[src/rtl/multicycle_issue_unit_pkg.sv]
// Shared CPU definitions for the multi-cycle ARITHM path.
//   - 4-bit multi-cycle opcodes, shared with the multi-cycle ALU.
//   - Issue FSM state encoding.
package multicycle_issue_unit_pkg;

    localparam int unsigned MC_OP_W = 4;

    localparam logic [MC_OP_W-1:0] OP_MULTS  = 4'h0;
    localparam logic [MC_OP_W-1:0] OP_MULTU  = 4'h1;
    localparam logic [MC_OP_W-1:0] OP_MULTFP = 4'h2;
    localparam logic [MC_OP_W-1:0] OP_DIVS   = 4'h3;
    localparam logic [MC_OP_W-1:0] OP_DIVU   = 4'h4;
    localparam logic [MC_OP_W-1:0] OP_MODS   = 4'h5;
    localparam logic [MC_OP_W-1:0] OP_MODU   = 4'h6;

    typedef enum logic [1:0] {
        ST_IDLE  = 2'd0,
        ST_BUSY  = 2'd1,
        ST_DRAIN = 2'd2,
        ST_DONE  = 2'd3
    } mc_state_e;

endpackage

[src/rtl/multicycle_issue_unit_cache.sv]
// mc_result_cache: one-entry result cache for the multi-cycle issue unit.
// Only built when MC_RESULT_CACHE_EN is defined.
// Ports:
//   clk, reset (async, active-low)
//   wr_en, wr_opcode, wr_a, wr_b, wr_y : fill port, overwrites the entry
//   rd_opcode, rd_a, rd_b              : lookup tag
//   hit, hit_y                         : combinational tag match and cached result
`ifdef MC_RESULT_CACHE_EN
module mc_result_cache
    import multicycle_issue_unit_pkg::*;
(
    input  logic               clk,
    input  logic               reset,
    input  logic               wr_en,
    input  logic [MC_OP_W-1:0] wr_opcode,
    input  logic [31:0]        wr_a,
    input  logic [31:0]        wr_b,
    input  logic [31:0]        wr_y,
    input  logic [MC_OP_W-1:0] rd_opcode,
    input  logic [31:0]        rd_a,
    input  logic [31:0]        rd_b,
    output logic               hit,
    output logic [31:0]        hit_y
);

    logic               valid_q, valid_d;
    logic [MC_OP_W-1:0] opcode_q, opcode_d;
    logic [31:0]        a_q, a_d;
    logic [31:0]        b_q, b_d;
    logic [31:0]        y_q, y_d;

    always_comb begin
        valid_d  = valid_q;
        opcode_d = opcode_q;
        a_d      = a_q;
        b_d      = b_q;
        y_d      = y_q;
        if (wr_en) begin
            valid_d  = 1'b1;
            opcode_d = wr_opcode;
            a_d      = wr_a;
            b_d      = wr_b;
            y_d      = wr_y;
        end
    end

    // valid is only ever cleared by reset
    always_ff @(posedge clk or negedge reset) begin
        if (!reset) begin
            valid_q  <= 1'b0;
            opcode_q <= '0;
            a_q      <= '0;
            b_q      <= '0;
            y_q      <= '0;
        end else begin
            valid_q  <= valid_d;
            opcode_q <= opcode_d;
            a_q      <= a_d;
            b_q      <= b_d;
            y_q      <= y_d;
        end
    end

    assign hit   = valid_q && (opcode_q == rd_opcode) && (a_q == rd_a) && (b_q == rd_b);
    assign hit_y = y_q;

endmodule
`endif

[src/rtl/multicycle_issue_unit.sv]
// multicycle_issue_unit: EX-stage front end for the multi-cycle ARITHM ALU.
// Launches mul/div/mod ops with a one-cycle start pulse, stalls the pipeline
// until the ALU finishes, and presents the result for writeback. Flushes
// during an in-flight op are absorbed so a squashed op never writes back.
// Optional one-entry result cache: define MC_RESULT_CACHE_EN.
// Ports:
//   clk, reset (async, active-low)
//   ex_valid, ex_mc, ex_opcode, ex_a, ex_b, ex_dreg : EX-stage instruction
//   flush        : squash EX instruction and any in-flight op
//   stall        : combinational pipeline hold
//   alu_start, alu_opcode, alu_a, alu_b : registered ALU launch
//   alu_done, alu_y                     : ALU completion
//   result_valid, result, result_dreg   : registered writeback strobe
//
// state | meaning
// IDLE  | waiting for a multi-cycle request
// BUSY  | ALU running an op that will write back
// DRAIN | ALU running a flushed op; its result is dropped
// DONE  | result presented for one cycle
module multicycle_issue_unit
    import multicycle_issue_unit_pkg::*;
#(
    parameter int unsigned DREG_W = 4
) (
    input  logic               clk,
    input  logic               reset,
    input  logic               ex_valid,
    input  logic               ex_mc,
    input  logic [MC_OP_W-1:0] ex_opcode,
    input  logic [31:0]        ex_a,
    input  logic [31:0]        ex_b,
    input  logic [DREG_W-1:0]  ex_dreg,
    input  logic               flush,
    output logic               stall,
    output logic               alu_start,
    output logic [MC_OP_W-1:0] alu_opcode,
    output logic [31:0]        alu_a,
    output logic [31:0]        alu_b,
    input  logic               alu_done,
    input  logic [31:0]        alu_y,
    output logic               result_valid,
    output logic [31:0]        result,
    output logic [DREG_W-1:0]  result_dreg
);

    mc_state_e          state_q, state_d;
    logic [MC_OP_W-1:0] opcode_q, opcode_d;
    logic [31:0]        a_q, a_d;
    logic [31:0]        b_q, b_d;
    logic [DREG_W-1:0]  dreg_q, dreg_d;
    logic               alu_start_q, alu_start_d;
    logic               result_valid_q, result_valid_d;
    logic [31:0]        result_q, result_d;
    logic [DREG_W-1:0]  result_dreg_q, result_dreg_d;

    logic               req;
    logic               cache_hit;
    logic [31:0]        cache_y;

    assign req = ex_valid & ex_mc & ~flush;

`ifdef MC_RESULT_CACHE_EN
    logic cache_wr;

    // only results that actually write back are cached
    assign cache_wr = (state_q == ST_BUSY) && alu_done && !flush;

    mc_result_cache u_cache (
        .clk       (clk),
        .reset     (reset),
        .wr_en     (cache_wr),
        .wr_opcode (opcode_q),
        .wr_a      (a_q),
        .wr_b      (b_q),
        .wr_y      (alu_y),
        .rd_opcode (ex_opcode),
        .rd_a      (ex_a),
        .rd_b      (ex_b),
        .hit       (cache_hit),
        .hit_y     (cache_y)
    );
`else
    assign cache_hit = 1'b0;
    assign cache_y   = '0;
`endif

    always_comb begin
        state_d        = state_q;
        opcode_d       = opcode_q;
        a_d            = a_q;
        b_d            = b_q;
        dreg_d         = dreg_q;
        alu_start_d    = 1'b0;
        result_valid_d = 1'b0;
        result_d       = result_q;
        result_dreg_d  = result_dreg_q;
        case (state_q)
            ST_IDLE: begin
                if (req) begin
                    if (cache_hit) begin
                        result_d       = cache_y;
                        result_dreg_d  = ex_dreg;
                        result_valid_d = 1'b1;
                        state_d        = ST_DONE;
                    end else begin
                        opcode_d    = ex_opcode;
                        a_d         = ex_a;
                        b_d         = ex_b;
                        dreg_d      = ex_dreg;
                        alu_start_d = 1'b1;
                        state_d     = ST_BUSY;
                    end
                end
            end
            ST_BUSY: begin
                if (alu_done && !flush) begin
                    result_d       = alu_y;
                    result_dreg_d  = dreg_q;
                    result_valid_d = 1'b1;
                    state_d        = ST_DONE;
                end else if (alu_done) begin
                    // flush landed on the completion cycle: nothing left to drain
                    state_d = ST_IDLE;
                end else if (flush) begin
                    state_d = ST_DRAIN;
                end
            end
            ST_DRAIN: begin
                if (alu_done) state_d = ST_IDLE;
            end
            ST_DONE: state_d = ST_IDLE;
            default: state_d = ST_IDLE;
        endcase
    end

    always_ff @(posedge clk or negedge reset) begin
        if (!reset) begin
            state_q        <= ST_IDLE;
            opcode_q       <= '0;
            a_q            <= '0;
            b_q            <= '0;
            dreg_q         <= '0;
            alu_start_q    <= 1'b0;
            result_valid_q <= 1'b0;
            result_q       <= '0;
            result_dreg_q  <= '0;
        end else begin
            state_q        <= state_d;
            opcode_q       <= opcode_d;
            a_q            <= a_d;
            b_q            <= b_d;
            dreg_q         <= dreg_d;
            alu_start_q    <= alu_start_d;
            result_valid_q <= result_valid_d;
            result_q       <= result_d;
            result_dreg_q  <= result_dreg_d;
        end
    end

    // DONE releases the pipeline, so the same instruction is not reissued
    assign stall        = req & (state_q != ST_DONE);
    assign alu_start    = alu_start_q;
    assign alu_opcode   = opcode_q;
    assign alu_a        = a_q;
    assign alu_b        = b_q;
    assign result_valid = result_valid_q;
    assign result       = result_q;
    assign result_dreg  = result_dreg_q;

endmodule
[config.mk]
export PLATFORM = sky130hd
export DESIGN_NAME = multicycle_issue_unit
export DESIGN_NICKNAME = d
export VERILOG_FILES = /design/src/rtl/multicycle_issue_unit_pkg.sv /design/src/rtl/multicycle_issue_unit_cache.sv /design/src/rtl/multicycle_issue_unit.sv
export SDC_FILE = /design/constraint.sdc
export NUM_CORES = 1
export LEC_CHECK = 0
export ABC_AREA = 0
export CAP_MARGIN = 20
export CORE_MARGIN = 5
export CORE_UTILIZATION = 41
export DETAILED_ROUTE_END_ITERATION = 16
export PLACE_DENSITY = 0.81
export SLEW_MARGIN = 10
export SYNTH_ARGS = -nofsm -noshare
export SYNTH_HDL_FRONTEND = slang
export SYNTH_HIERARCHICAL = 1
export SYNTH_SLANG_ARGS = --single-unit
[constraint.sdc]
create_clock -name clk -period 2.3 [get_ports clk]
set_input_delay 0.23 -clock clk [delete_from_list [all_inputs] [get_ports clk]]
set_output_delay 0.23 -clock clk [all_outputs]
set_load 0.005 [all_outputs]
==> impl_metrics.tcl <==
set metrics [dict create \
    gr-usage-all-layers_pct 16.3 \
    tightest_slew_ps 614 \
    placer_congestion 0.819 \
    edff_count_synth 0 \
    number_of_i_o_pins 217 \
    clkSlewWorstSetupHoldPaths_ps 110 \
    synth_warnings 6 \
    num_rows 38 \
    crit_path_end_kind "register" \
    critPathLaunchType "register" \
    grt-ovfl-total 0 \
    worst_path_largest_cell_delay_ps 580 \
    cts_num_sinks 112 \
    static-leakage-power_nw 3.14 \
    mappedNetlistArea_um2 4520 \
    main_combinational_cell_family_by_area_after_synthesis "multiplexers" \
    cts_made_buffers 9 \
    postSynthNetCount 354 \
    fin_nets 576 \
    portBuffers 216 \
    switching_power_mw 1.58 \
    clk-insertion-delay-late_ps 360 \
    routed_wl_um 10900 \
    critical_path_buffers_and_inverters 1 \
    cts.root.buffer_cell "sky130_fd_sc_hd__clkbuf_8" \
    synth_top_area_cell "sky130_fd_sc_hd__dfrtp_1" \
    path_delay_family "simple AND/OR/NAND/NOR gates" \
    seq_area_frac_synth_pct 62.0 \
    finalWorstPathRequiredPeriod_ps 1880 \
    setup_total_negative_slack_ps 0 \
    ctsLongestPathBuffers 2 \
    timing_worst_setup_path_type "reg -> reg" \
    dr_total_vias 2868 \
    outcome "finished clean" \
    slew-limit-headroom_pct 59.1 \
    initial_utilization_pct 41.7 \
    worst_case_register_to_register_setup_slack_ps 420 \
    drive_above_1_share_pct 27.9 \
    critPathRequiredTime_ps 2540 \
    first_iter_violations 99 \
    number_of_antenna_violations_at_the_first_check_in_global_routing 0 \
    final_hold_fails 0 \
    final_antenna_net_count 0 \
    cap_violations 0 \
    peakVddDrop_mv 0.426 \
    pint_mw 4.70 \
    placed_cells 594 \
    vias_in_the_first_global_route 3217 \
    maxSlewViolCount 0 \
    yosysMostFrequentCell "sky130_fd_sc_hd__dfrtp_1" \
    design.die.area_um2 13200 \
    fp.dieW_um 115 \
    yosysTopAreaCellShare_pct 62.0 \
    post_synth_mux_area_share_pct 32.6 \
    cts_h_tree_lvls 3 \
    fin_cells 610 \
    core_region_area_um2 10800 \
    routedWlPerCell_um 17.9 \
    pwr-share-seq_pct 46.2 \
    post_synth_and_or_nand_nor_area_fraction_pct 0.913 \
    synth_top_cells_by_count "sky130_fd_sc_hd__dfrtp_1, sky130_fd_sc_hd__mux2_4, sky130_fd_sc_hd__mux2_2" \
    areaGrowthSynthToFinish_pct 53.7 \
    hp_class "in -> async" \
    grt_max_degree 74 \
    ordered_cell_list_for_the_critical_path "or4_4 > buf_12 > mux2_4" \
    worst-endpoint-arrival_ps 2120 \
    cellPowerDensity_nw_per_um2 904 \
    post-cts-setup-buffer-count 0 \
    pwr-share-clk_pct 16.4 \
    r2r-start "state_q[1]$_DFFE_PN0P_" \
    swShare_pct 25.2 \
    layout.filler_cells 835 \
    synth_xor_xnor_area_share_pct 0.194 \
    grt_first_pass_wirelength_um 16900 \
    timing.critical_path.fanout_max 73 \
    synth_cell_types 16 \
    critical-path-slowest-cell "sky130_fd_sc_hd__or4_4" \
    synth_ff_type "sky130_fd_sc_hd__dfrtp_1" \
    hpwlAfterDp_um 8270 \
    synth_adder_area_share_pct 0 \
    final_count_of_negative_setup_slack_endpoints 0 \
    post_drt_via_cell_ratio 4.70 \
    synth.area.top_cells "sky130_fd_sc_hd__dfrtp_1, sky130_fd_sc_hd__mux2_4, sky130_fd_sc_hd__mux2_2, sky130_fd_sc_hd__buf_12, sky130_fd_sc_hd__buf_4" \
    cts_tree "yes" \
    r2r_end "alu_b[28]$_DFFE_PN0P_" \
    unrepaired_setup_endpoints_after_global_routing "false" \
    synth.ff_latch_count 112 \
    drtPass1Iterations 3 \
    syn-instance-count 244 \
    worstRegToRegCells 3 \
    finalCritPeriodShare_pct 81.8 \
    async_reset_ff_share_pct 100 \
    achievable-frequency_mhz 532 \
    die_height_um 115 \
    syn_avg_cell_area_um2 18.5 \
    drc_errors 0 \
    synth-compound-area-share_pct 0.387 \
    comb_power_share_pct 37.3 \
    worst_clock_skew_ps 11.9 \
    antenna-diode-count 0 \
]
how the worst max path moves through the flow:
| stage | from | end | cells after the start |
|---|---|---|---|
| final | state_q[1]$_DFFE_PN0P_ | alu_b[28]$_DFFE_PN0P_ | 3 |
| after global routing | state_q[1]$_DFFE_PN0P_ | stall | 2 |
| after CTS | state_q[1]$_DFFE_PN0P_ | stall | 2 |
| after detailed placement | ex_mc | alu_b[23]$_DFFE_PN0P_ | 5 |
| after global placement | ex_valid | alu_b[27]$_DFFE_PN0P_ | 5 |
| after floorplan | state_q[1]$_DFFE_PN0P_ | alu_a[0]$_DFFE_PN0P_ | 4 |
cells in the final DEF (no fill, tap or decap), types with 2 or more instances in the layout:
cell type / n
sky130_fd_sc_hd__mux2_2: 39
sky130_fd_sc_hd__clkbuf_8: 9
sky130_fd_sc_hd__dfrtp_1: 112
sky130_fd_sc_hd__nand2_1: 4
sky130_fd_sc_hd__clkinv_4: 2
sky130_fd_sc_hd__buf_12: 3
sky130_fd_sc_hd__buf_4: 3
sky130_fd_sc_hd__clkdlybuf4s50_1: 215
sky130_fd_sc_hd__mux2_4: 69
sky130_fd_sc_hd__clkinvlp_4: 4
per-layer routing:
layer  global-route usage [%]  wire length, µm  vias to the layer above
met5                        0                0                        -
met1                     19.1             4160                     1433
met2                     27.7             5620                      124
met3                     5.11              883                       18
met4                     6.42              249                        0
li1                         -                -                     1293
cell families after synthesis:
group / Yosys count
AO/OA/AOI/OAI: 3
XOR/XNOR: 1
buffers and inverters: 12
flip-flops: 112
multiplexers: 108
AND/OR/NAND/NOR: 8
power groups by stage:
stage / Sequential (mW) / Combinational, mW / Clock (mW)
floorplan: 2.94 / 0.792 / 0
global placement: 2.92 / 2.33 / 0
detailed placement: 2.93 / 2.39 / 0
CTS: 2.91 / 2.39 / 1.08
global route: 2.99 / 2.49 / 1.16
finish: 2.91 / 2.34 / 1.03
registers in the layout, summed over array words and instances (netlist names):
name,flops
alu_b,32
result_valid,1
alu_start,1
dreg_q,4
alu_a,32
state_q,2
alu_opcode,4
result,32
result_dreg,4
area by class of cell:
class	count	area, µm²	share of cell area [%]
Clock inverter	6	47.5	0.684
Clock buffer	9	124	1.78
Multi-Input combinational cell	120	1550	22.3
Timing Repair Buffer	222	2240	32.3
Sequential cell	112	2800	40.3
Tap cell	140	175	2.52
Inverter	1	3.75	0.0540
what timing repair did:
item / CTS / global route
hold endpoints to repair: 46 / 0
hold buffers: 1 / 0
setup endpoints to repair: 0 / 0
gates resized for setup: 0 / 0
metrics by stage:
stage                     util [%]  cell area, µm²  hold slack (ps)  worst slack [ps]  power, mW
after CTS                     64.1            6950              424               423       6.38
after detailed placement      62.4            6770              286               282       5.32
after global placement        62.4            6770              284               311       5.24
after floorplan                  -            4520            -65.6               616       3.73
final                         64.1            6950              435               419       6.28
after global routing          64.1            6950              445               365       6.63
Note: power is estimated with default switching activity, not from simulation.
